File: config.mk
export PLATFORM = sky130hd
export DESIGN_NAME = mem_arbiter
export DESIGN_NICKNAME = d
export VERILOG_FILES = /design/src/rtl/mem_arbiter.sv
export SDC_FILE = /design/constraint.sdc
export NUM_CORES = 1
export LEC_CHECK = 0
export BUFFER_PORTS_ARGS = -buffer_cell sky130_fd_sc_hd__buf_2
export CORE_AREA = 2 2 124 126
export DETAILED_ROUTE_END_ITERATION = 10
export DIE_AREA = 0 0 126 128
export PLACE_DENSITY = 0.43
export SLEW_MARGIN = 30
export SYNTH_ARGS = -nofsm -noshare
export SYNTH_HDL_FRONTEND = slang
export SYNTH_SLANG_ARGS = --single-unit
File: constraint.sdc
create_clock -name clk_i -period 4.8 [get_ports clk_i]
set_input_delay 0.48 -clock clk_i [delete_from_list [all_inputs] [get_ports clk_i]]
set_output_delay 0.48 -clock clk_i [all_outputs]
set_load 0.005 [all_outputs]
File: src/rtl/mem_arbiter.sv
// Two-requester memory arbiter: round-robin between core (r0) and AES DMA (r1),
// r1 burst lock, and an owner-id FIFO that routes in-order responses back.
module mem_arbiter #(
  parameter int unsigned BURST_LEN = 4,
  parameter int unsigned MAX_OUTST = 2
) (
  input  logic        clk_i,
  input  logic        rst_ni,
  input  logic        r0_req_i,
  input  logic [31:0] r0_addr_i,
  input  logic        r0_we_i,
  input  logic [3:0]  r0_be_i,
  input  logic [31:0] r0_wdata_i,
  output logic        r0_gnt_o,
  output logic        r0_rvalid_o,
  output logic [31:0] r0_rdata_o,
  input  logic        r1_req_i,
  input  logic [31:0] r1_addr_i,
  input  logic        r1_we_i,
  input  logic [3:0]  r1_be_i,
  input  logic [31:0] r1_wdata_i,
  input  logic        r1_burst_i,
  output logic        r1_gnt_o,
  output logic        r1_rvalid_o,
  output logic [31:0] r1_rdata_o,
  output logic        mem_req_o,
  output logic [31:0] mem_addr_o,
  output logic        mem_we_o,
  output logic [3:0]  mem_be_o,
  output logic [31:0] mem_wdata_o,
  input  logic        mem_gnt_i,
  input  logic        mem_rvalid_i,
  input  logic [31:0] mem_rdata_i,
  output logic        err_o
);

  localparam int unsigned CW = (BURST_LEN > 1) ? $clog2(BURST_LEN) : 1;
  localparam int unsigned PW = (MAX_OUTST > 1) ? $clog2(MAX_OUTST) : 1;
  localparam int unsigned NW = $clog2(MAX_OUTST + 1);

  typedef enum logic {ARB, BURST} state_e;

  state_e               state_q;
  logic [CW-1:0]        beat_q;
  logic                 rr_q;
  logic [MAX_OUTST-1:0] owner_q;
  logic [PW-1:0]        wr_ptr_q, rd_ptr_q;
  logic [NW-1:0]        count_q;
  logic                 err_q;

  logic sel, eligible, pop, push, full, head;

  function automatic logic [PW-1:0] ptr_inc(input logic [PW-1:0] p);
    return (p == PW'(MAX_OUTST - 1)) ? '0 : p + 1'b1;
  endfunction

  always_comb begin
    pop  = mem_rvalid_i & (count_q != '0);
    // A pop in the same cycle frees a slot, so fullness is judged after it.
    full = ((count_q - NW'(pop)) == NW'(MAX_OUTST));
    if (state_q == BURST) begin
      sel      = 1'b1;
      eligible = r1_req_i;
    end else begin
      eligible = r0_req_i | r1_req_i;
      sel      = (r0_req_i & r1_req_i) ? rr_q : r1_req_i;
    end
    mem_req_o = rst_ni & eligible & ~full;
    push      = mem_req_o & mem_gnt_i;
    r0_gnt_o  = push & ~sel;
    r1_gnt_o  = push & sel;

    mem_addr_o  = '0;
    mem_we_o    = 1'b0;
    mem_be_o    = '0;
    mem_wdata_o = '0;
    if (mem_req_o) begin
      mem_addr_o  = sel ? r1_addr_i  : r0_addr_i;
      mem_we_o    = sel ? r1_we_i    : r0_we_i;
      mem_be_o    = sel ? r1_be_i    : r0_be_i;
      mem_wdata_o = sel ? r1_wdata_i : r0_wdata_i;
    end

    head        = owner_q[rd_ptr_q];
    r0_rvalid_o = pop & ~head;
    r1_rvalid_o = pop & head;
    r0_rdata_o  = r0_rvalid_o ? mem_rdata_i : '0;
    r1_rdata_o  = r1_rvalid_o ? mem_rdata_i : '0;
    err_o       = err_q;
  end

  always_ff @(posedge clk_i or negedge rst_ni) begin
    if (!rst_ni) begin
      state_q  <= ARB;
      beat_q   <= '0;
      rr_q     <= 1'b0;
      owner_q  <= '0;
      wr_ptr_q <= '0;
      rd_ptr_q <= '0;
      count_q  <= '0;
      err_q    <= 1'b0;
    end else begin
      case (state_q)
        ARB: if (push) begin
          rr_q <= ~sel;
          if (sel && r1_burst_i && (BURST_LEN > 1)) begin
            state_q <= BURST;
            beat_q  <= CW'(BURST_LEN - 1);
          end
        end
        BURST: if (push) begin
          beat_q <= beat_q - 1'b1;
          if (beat_q == CW'(1)) state_q <= ARB;
        end
        default: state_q <= ARB;
      endcase

      if (push) begin
        owner_q[wr_ptr_q] <= sel;
        wr_ptr_q          <= ptr_inc(wr_ptr_q);
      end
      if (pop) rd_ptr_q <= ptr_inc(rd_ptr_q);
      count_q <= count_q + NW'(push) - NW'(pop);
      if (mem_rvalid_i && (count_q == '0)) err_q <= 1'b1;
    end
  end

endmodule

==> results.tsv, run 1 <==
stage	metric	value	unit
clock_tree	post_cts.repair.setup_buffers	0	
global_routing	antenna_found_initial	1	
finish	diodes	0	
detailed_routing	vias_per_cell	4.12	
power_and_ir_drop	combPwrFrac	74.8	%
clock_tree	htreeDepth	1	
power_and_ir_drop	p_per_area	337	nW/um^2
synth	syn-num-nets	537	
finish	syn2layout_area_growth	91.6	%
finish	final_nets	834	
timing	rsz0062_at_grt	false	
floorplanning	core	14900	sq um
synth	ys_types	31	
timing	final_max_slew_viol_count	0	
floorplanning	fp.dieH	128	um
finish	layout_commonest_cell	buf_2	
clock_tree	clock-sinks	11	
global_routing	grt_pass1_vias	3097	
detailed_routing	drt_iter0_markers	90	
detailed_routing	finalWirelength	10700	um
clock_tree	path_clk_slew	0.04	ns
detailed_routing	vias	3471	
clock_tree	tritoncts.num_buffers	3	
global_routing	grt_max_degree	47	
synth	synth_cells	358	
floorplanning	dieArea	16100	sq um
power_and_ir_drop	irDropWorstVdd	0.133	mV
floorplanning	die_w	126	um
detailed_routing	firstDrtPassIters	6	
detailed_routing	wl_per_cell	12.7	um
place	placed_cells	837	
run	max_cap_viol_count	0	
place	dpl-instance-area	3810	sq um
timing	fmax	0.379	GHz
global_routing	grt_overflow	0	
finish	stdcell_area	3910	sq um
timing	fin_skew	0.00183	ns
synth	syn_area_per_cell	5.70	sq um
worst_setup_path	crit_type	flop to primary output	
timing	maxSlewHeadroom	46.6	%
floorplanning	start_util	13.7	%
clock_tree	clock_path_buffers	2	
timing	final_hold_viol_count	0	
timing	tns	0	ns
global_routing	grt_pass1_wl	15500	um
synth	syn_area	2040	sq um
synth	synth_area_leaders	nand2_1 26%, and2_1 20%, a21oi_1 15%, dfrtp_1 13%, a21oi_2 4.7%	
worst_setup_path	crit_arrival	2.16	ns
clock_tree	cts_tree	yes	
place	io_buffers	315	
detailed_routing	ant_nets	0	
clock_tree	cts-root-buf	clkbuf_16	
clock_tree	clock_latency	0.23	ns
timing	post-route-period-util	54.9	%
floorplanning	ios	316	
clock_tree	ctsHoldBuffers	0	
worst_setup_path	crit_path_max_fanout	41	
power_and_ir_drop	power_frac_clock	11.3	%
synth	synth_warnings	0	
worst_setup_path	required	4.32	ns
synth	synth.top_cell.area_share	25.6	%
detailed_routing	drc	0	
floorplanning	rows	45	
timing	worst_pin_slew	0.801	ns
finish	stdcell_count	842	
place	dpl.hpwl	8950	um
finish	final_cell_mix	315 x buf_2, 139 x nand2_1, 65 x and2_1	
synth	synth_seq_cells	11	
power_and_ir_drop	p_sw_share	47.8	%
power_and_ir_drop	internal_power	689	uW
synth	synth_largest_area_cell	nand2_1	
finish	drive_above_1_share	52.4	%
global_routing	grt_use_total	11.6	%
worst_setup_path	end_kind	primary output	
synth	yosysSeqAreaShare	13.5	%
min_path	hold_class	input pin to asynchronous set/reset pin	
run_status	status	complete, no violations	
power_and_ir_drop	pwr-share-seq	13.9	%
power_and_ir_drop	p_sw	631	uW
place	gp_congestion	0.789	
clock_tree	cts_resized	0	
power_and_ir_drop	power.leakage	0.00235	uW
worst_setup_path	start_kind	flop	
timing	min_period	2.64	ns
timing	setup_viol	0	
synth_stat cells:
master	count
xnor2_1	2
clkbuf_1	25
o21a_1	1
nor2_1	5
nor2b_1	1
mux2_2	1
buf_6	1
and3b_1	1
o221ai_2	2
xor2_1	2
o21ai_0	5
a41oi_1	3
o211ai_1	1
inv_2	1
ha_1	2
nand2_1	139
a21oi_1	60
mux2i_1	2
inv_1	2
o311ai_0	1
a31oi_1	2
a21o_1	2
buf_2	4
a21oi_2	11
dfrtp_1	11
and2_1	65
nand3_2	1
nor2b_2	1
o22a_1	1
o31ai_1	1
nand2b_1	2
kinds of logic (layout without fill, tap and decap cells):
| group | Yosys count | after routing | synth area share, % |
|---|---|---|---|
| and+or+nand+nor | 215 | 215 | 48.7 |
| AOI/OAI and AO/OA | 90 | 90 | 26.7 |
| buffers and inverters | 33 | 329 | 6.68 |
| DFF | 11 | 11 | 13.5 |
| xor gates and xnor gates | 4 | 4 | 1.72 |
| muxes | 3 | 3 | 1.53 |
| adders and majority gates | 2 | 2 | 1.23 |
power by group through the flow:
stage | clock network, uW | registers (uW) | logic (uW)
floorplan | 0 | 164 | 583
global placement | 0 | 186 | 1010
detailed placement | 0 | 184 | 996
CTS | 153 | 184 | 1000
global route | 159 | 189 | 1110
finish | 150 | 184 | 987
area by class of cell:
| type | count | area, sq um |
|---|---|---|
| clock buffer | 4 | 78.8 |
| fill | 1765 | 11000 |
| inverter | 3 | 11.3 |
| multi-input combinational | 314 | 1650 |
| sequential | 11 | 275 |
| tap | 188 | 235 |
| timing repair buffer | 322 | 1660 |
layer usage:
layer / GRT usage, % / vias up / wire length, um
met3: 2.00 / 10 / 908
met4: 1.49 / 0 / 96
met2: 25.2 / 210 / 6070
met5: 0 / - / 0
li1: - / 1752 / -
met1: 11.5 / 1499 / 3620
state kept, by name (all words and copies together) (netlist names):
signal,cells
wr_ptr_q,1
owner_q,2
rd_ptr_q,1
count_q,2
rr_q,1
beat_q,2
state_q,1
err_o,1
worst paths after layout:
path	slack [ns]	cells after the start	end	startpoint
min	0.14	1	beat_q[0]	rst_ni
min in group clk_i	0.48	1	err_o	err_o
max reg2reg	2.83	4	state_q	state_q
max	2.16	5	mem_addr_o[22]	state_q
min reg2reg	0.48	1	err_o	err_o
max in group asynchronous	4.41	1	err_o	rst_ni
worst max-delay path, cell delays in order (launching register included):
cell,delay (ns)
dfrtp_1,0.55
a21o_2,0.64
buf_4,0.35
nand2_1,0.08
a21oi_1,0.16
buf_2,0.14
per-stage QoR:
step,hold slack [ns],power (uW),util (%),worst slack (ns)
after floorplan,0.184,747,-,2.90
after global placement,0.398,1200,25.6,2.15
after detailed placement,0.396,1180,25.6,2.17
after CTS,0.150,1340,26.1,2.01
after global routing,0.162,1460,26.3,1.96
final,0.142,1320,26.3,2.16
(Power assumes the default switching activity.)
==> inputs of run 2 (changes only) <==
--- a/config.mk
+++ b/config.mk
@@ -6,10 +6,10 @@
 export NUM_CORES = 1
 export LEC_CHECK = 0
 export BUFFER_PORTS_ARGS = -buffer_cell sky130_fd_sc_hd__buf_2
-export CORE_AREA = 2 2 124 126
+export CORE_AREA = 2 2 121 123
 export DETAILED_ROUTE_END_ITERATION = 10
-export DIE_AREA = 0 0 126 128
-export PLACE_DENSITY = 0.43
+export DIE_AREA = 0 0 123 125
+export PLACE_DENSITY = 0.44
 export SLEW_MARGIN = 30
 export SYNTH_ARGS = -nofsm -noshare
 export SYNTH_HDL_FRONTEND = slang
==> constraint.sdc (replaced) <==
create_clock -name clk_i -period 2.6 [get_ports clk_i]
set_input_delay 0.26 -clock clk_i [delete_from_list [all_inputs] [get_ports clk_i]]
set_output_delay 0.26 -clock clk_i [all_outputs]
set_load 0.005 [all_outputs]
==> run 2 against run 1 <==
Against the previous run: register-to-register slack worse by 2.1 ns; setup slack worse by 1.7 ns; sequential cell count unchanged; design area up 0.32%; largest cell class unchanged.
==> results.tsv, run 2 (synthesis results as in run 1) <==
stage	metric	value	unit
finish	drive_above_1_share	52.5	%
place	gp_congestion	0.765	
finish	fill_cells	1622	
clock_tree	post_cts.repair.setup_buffers	0	
global_routing	grt_use_total	12.3	%
global_routing	grt_overflow	0	
detailed_routing	wl_per_cell	12.4	um
floorplanning	ios	316	
power_and_ir_drop	combPwrFrac	74.9	%
detailed_routing	vias_per_cell	4.08	
power_and_ir_drop	power_frac_clock	11.4	%
place	dpl.hpwl	8640	um
clock_tree	cts_tree	yes	
detailed_routing	wl_met2	5590	um
detailed_routing	drc	0	
floorplanning	start_util	14.4	%
min_path	min-delay-start	mem_gnt_i	
min_path	hold_depth	2	
finish	final_nets	837	
power_and_ir_drop	irDropWorstVdd	0.284	mV
power_and_ir_drop	p_sw	1160	uW
timing	setup_viol	0	
worst_setup_path	crit_type	input pin to primary output	
detailed_routing	ant_nets	0	
worst_setup_path	cpPeakStageDelay	0.53	ns
run_status	status	complete, no violations	
detailed_routing	vias	3429	
detailed_routing	wl_met1	3840	um
global_routing	grt_pass1_vias	3118	
finish	largestRegisters	beat_q (2), count_q (2), owner_q (2)	
detailed_routing	firstDrtPassIters	4	
detailed_routing	finalWirelength	10400	um
clock_tree	path_clk_slew	0.04	ns
clock_tree	clock-sinks	11	
power_and_ir_drop	p_per_area	623	nW/um^2
finish	stdcell_count	841	
power_and_ir_drop	internal_power	1290	uW
worst_setup_path	crit_path_top_delay_cell	dlygate4sd3_1	
timing	fin_skew	0.000807	ns
worst_setup_path	crit_arrival	1.90	ns
worst_setup_path	r2r_cells	6	
detailed_routing	top_layer	met4	
clock_tree	cts-root-buf	clkbuf_16	
clock_tree	cts_resized	0	
floorplanning	dieArea	15400	sq um
finish	final_core_util	27.6	%
clock_tree	ctsHoldBuffers	1	
power_and_ir_drop	power.leakage	0.00236	uW
global_routing	grt_max_degree	45	
detailed_routing	drt_iter0_markers	94	
power_and_ir_drop	p_total	2450	uW
timing	final_max_slew_viol_count	0	
clock_tree	clock_latency	0.24	ns
finish	multi_input_area	1650	sq um
worst_setup_path	required	2.34	ns
worst_setup_path	start_kind	input pin	
global_routing	antenna_found_initial	0	
timing	final_hold_viol_count	0	
power_and_ir_drop	pwr-share-seq	13.7	%
clock_tree	clock_path_buffers	2	
min_path	hold_class	input pin to flop	
worst_setup_path	end_kind	primary output	
floorplanning	fp.dieH	125	um
clock_tree	tritoncts.num_buffers	3	
floorplanning	rows	44	
min_path	hold_end	owner_q[1]	
finish	syn2layout_area_growth	92.2	%
floorplanning	die_w	123	um
finish	regArea	275	sq um
timing	rsz0062_at_grt	false	
run	max_cap_viol_count	0	
worst_setup_path	r2r_start	state_q	
clock_tree	htreeDepth	1	
detailed_routing	dr_wl_met3	930	um
timing	post-route-period-util	83.2	%
worst_setup_path	r2r_end	beat_q[0]	
worst_setup_path	crit_chain	dlygate4sd3_1 -> buf_2 -> o221ai_4 -> buf_4 -> a21oi_1 -> buf_2	
floorplanning	core	14200	sq um
timing	fmax	0.462	GHz
timing	worst_pin_slew	0.483	ns
finish	diodes	0	
global_routing	grt_pass1_wl	15300	um
finish	final_cell_mix	315 x buf_2, 139 x nand2_1, 65 x and2_1	
worst_setup_path	crit_path_max_fanout	44	
finish	layout_commonest_cell	buf_2	
timing	maxSlewHeadroom	67.8	%
worst_setup_path	cp_common_cell	buf_2	
timing	min_period	2.16	ns
place	io_buffers	315	
power_and_ir_drop	p_sw_share	47.2	%
timing	tns	0	ns
place	placed_cells	836	
worst_setup_path	r2r_slack	0.77	ns
==> run 2: area by class of cell <==
type	instances	share of cell area [%]
Clock buffer	4	2.01
Timing Repair Buffer	325	42.8
Multi-Input combinational cell	314	42.0
Inverter	3	0.287
Sequential cell	11	7.01
Tap cell	184	5.87
==> run 2: how the worst max path moves through the flow <==
stage	startpoint	end	slack, ns	depth (start not counted)
finish	rst_ni	mem_wdata_o[12]	0.44	6
global route	rst_ni	mem_wdata_o[2]	0.29	6
global placement	r0_req_i	mem_wdata_o[6]	0.68	7
floorplan	count_q[0]	mem_addr_o[0]	0.99	5
detailed placement	r0_req_i	mem_addr_o[13]	0.68	7
CTS	rst_ni	mem_wdata_o[10]	0.39	6
==> run 2: per-layer routing <==
metal	vias to the layer above	GRT usage [%]
li1	1763	-
met2	201	24.8
met1	1461	13.5
met4	0	1.00
met5	-	0
met3	4	1.96
==> run 2: power by group through the flow <==
stage | registers (uW) | logic [uW] | clock network [uW]
6_report | 335 | 1830 | 280
5_1_grt | 354 | 2090 | 296
4_1_cts | 336 | 1870 | 287
3_5_place_dp | 338 | 1860 | 0
3_3_place_gp | 337 | 1890 | 0
2_1_floorplan | 302 | 1080 | 0
==> run 2: worst max-delay path, delay by kind of cell <==
family,cells,cell delay [ns]
buffers and inverters,4,1.27
AO/OA/AOI/OAI,2,0.34
==> run 2: per-stage QoR <==
| stage | cell area, sq um | worst slack, ns | hold WS [ns] |
|---|---|---|---|
| floorplan | 2040 | 0.988 | -0.0356 |
| global route | 3930 | 0.291 | 0.359 |
| global placement | 3840 | 0.683 | 0.176 |
| detailed placement | 3840 | 0.685 | 0.172 |
| CTS | 3930 | 0.394 | 0.328 |
| finish | 3930 | 0.436 | 0.323 |
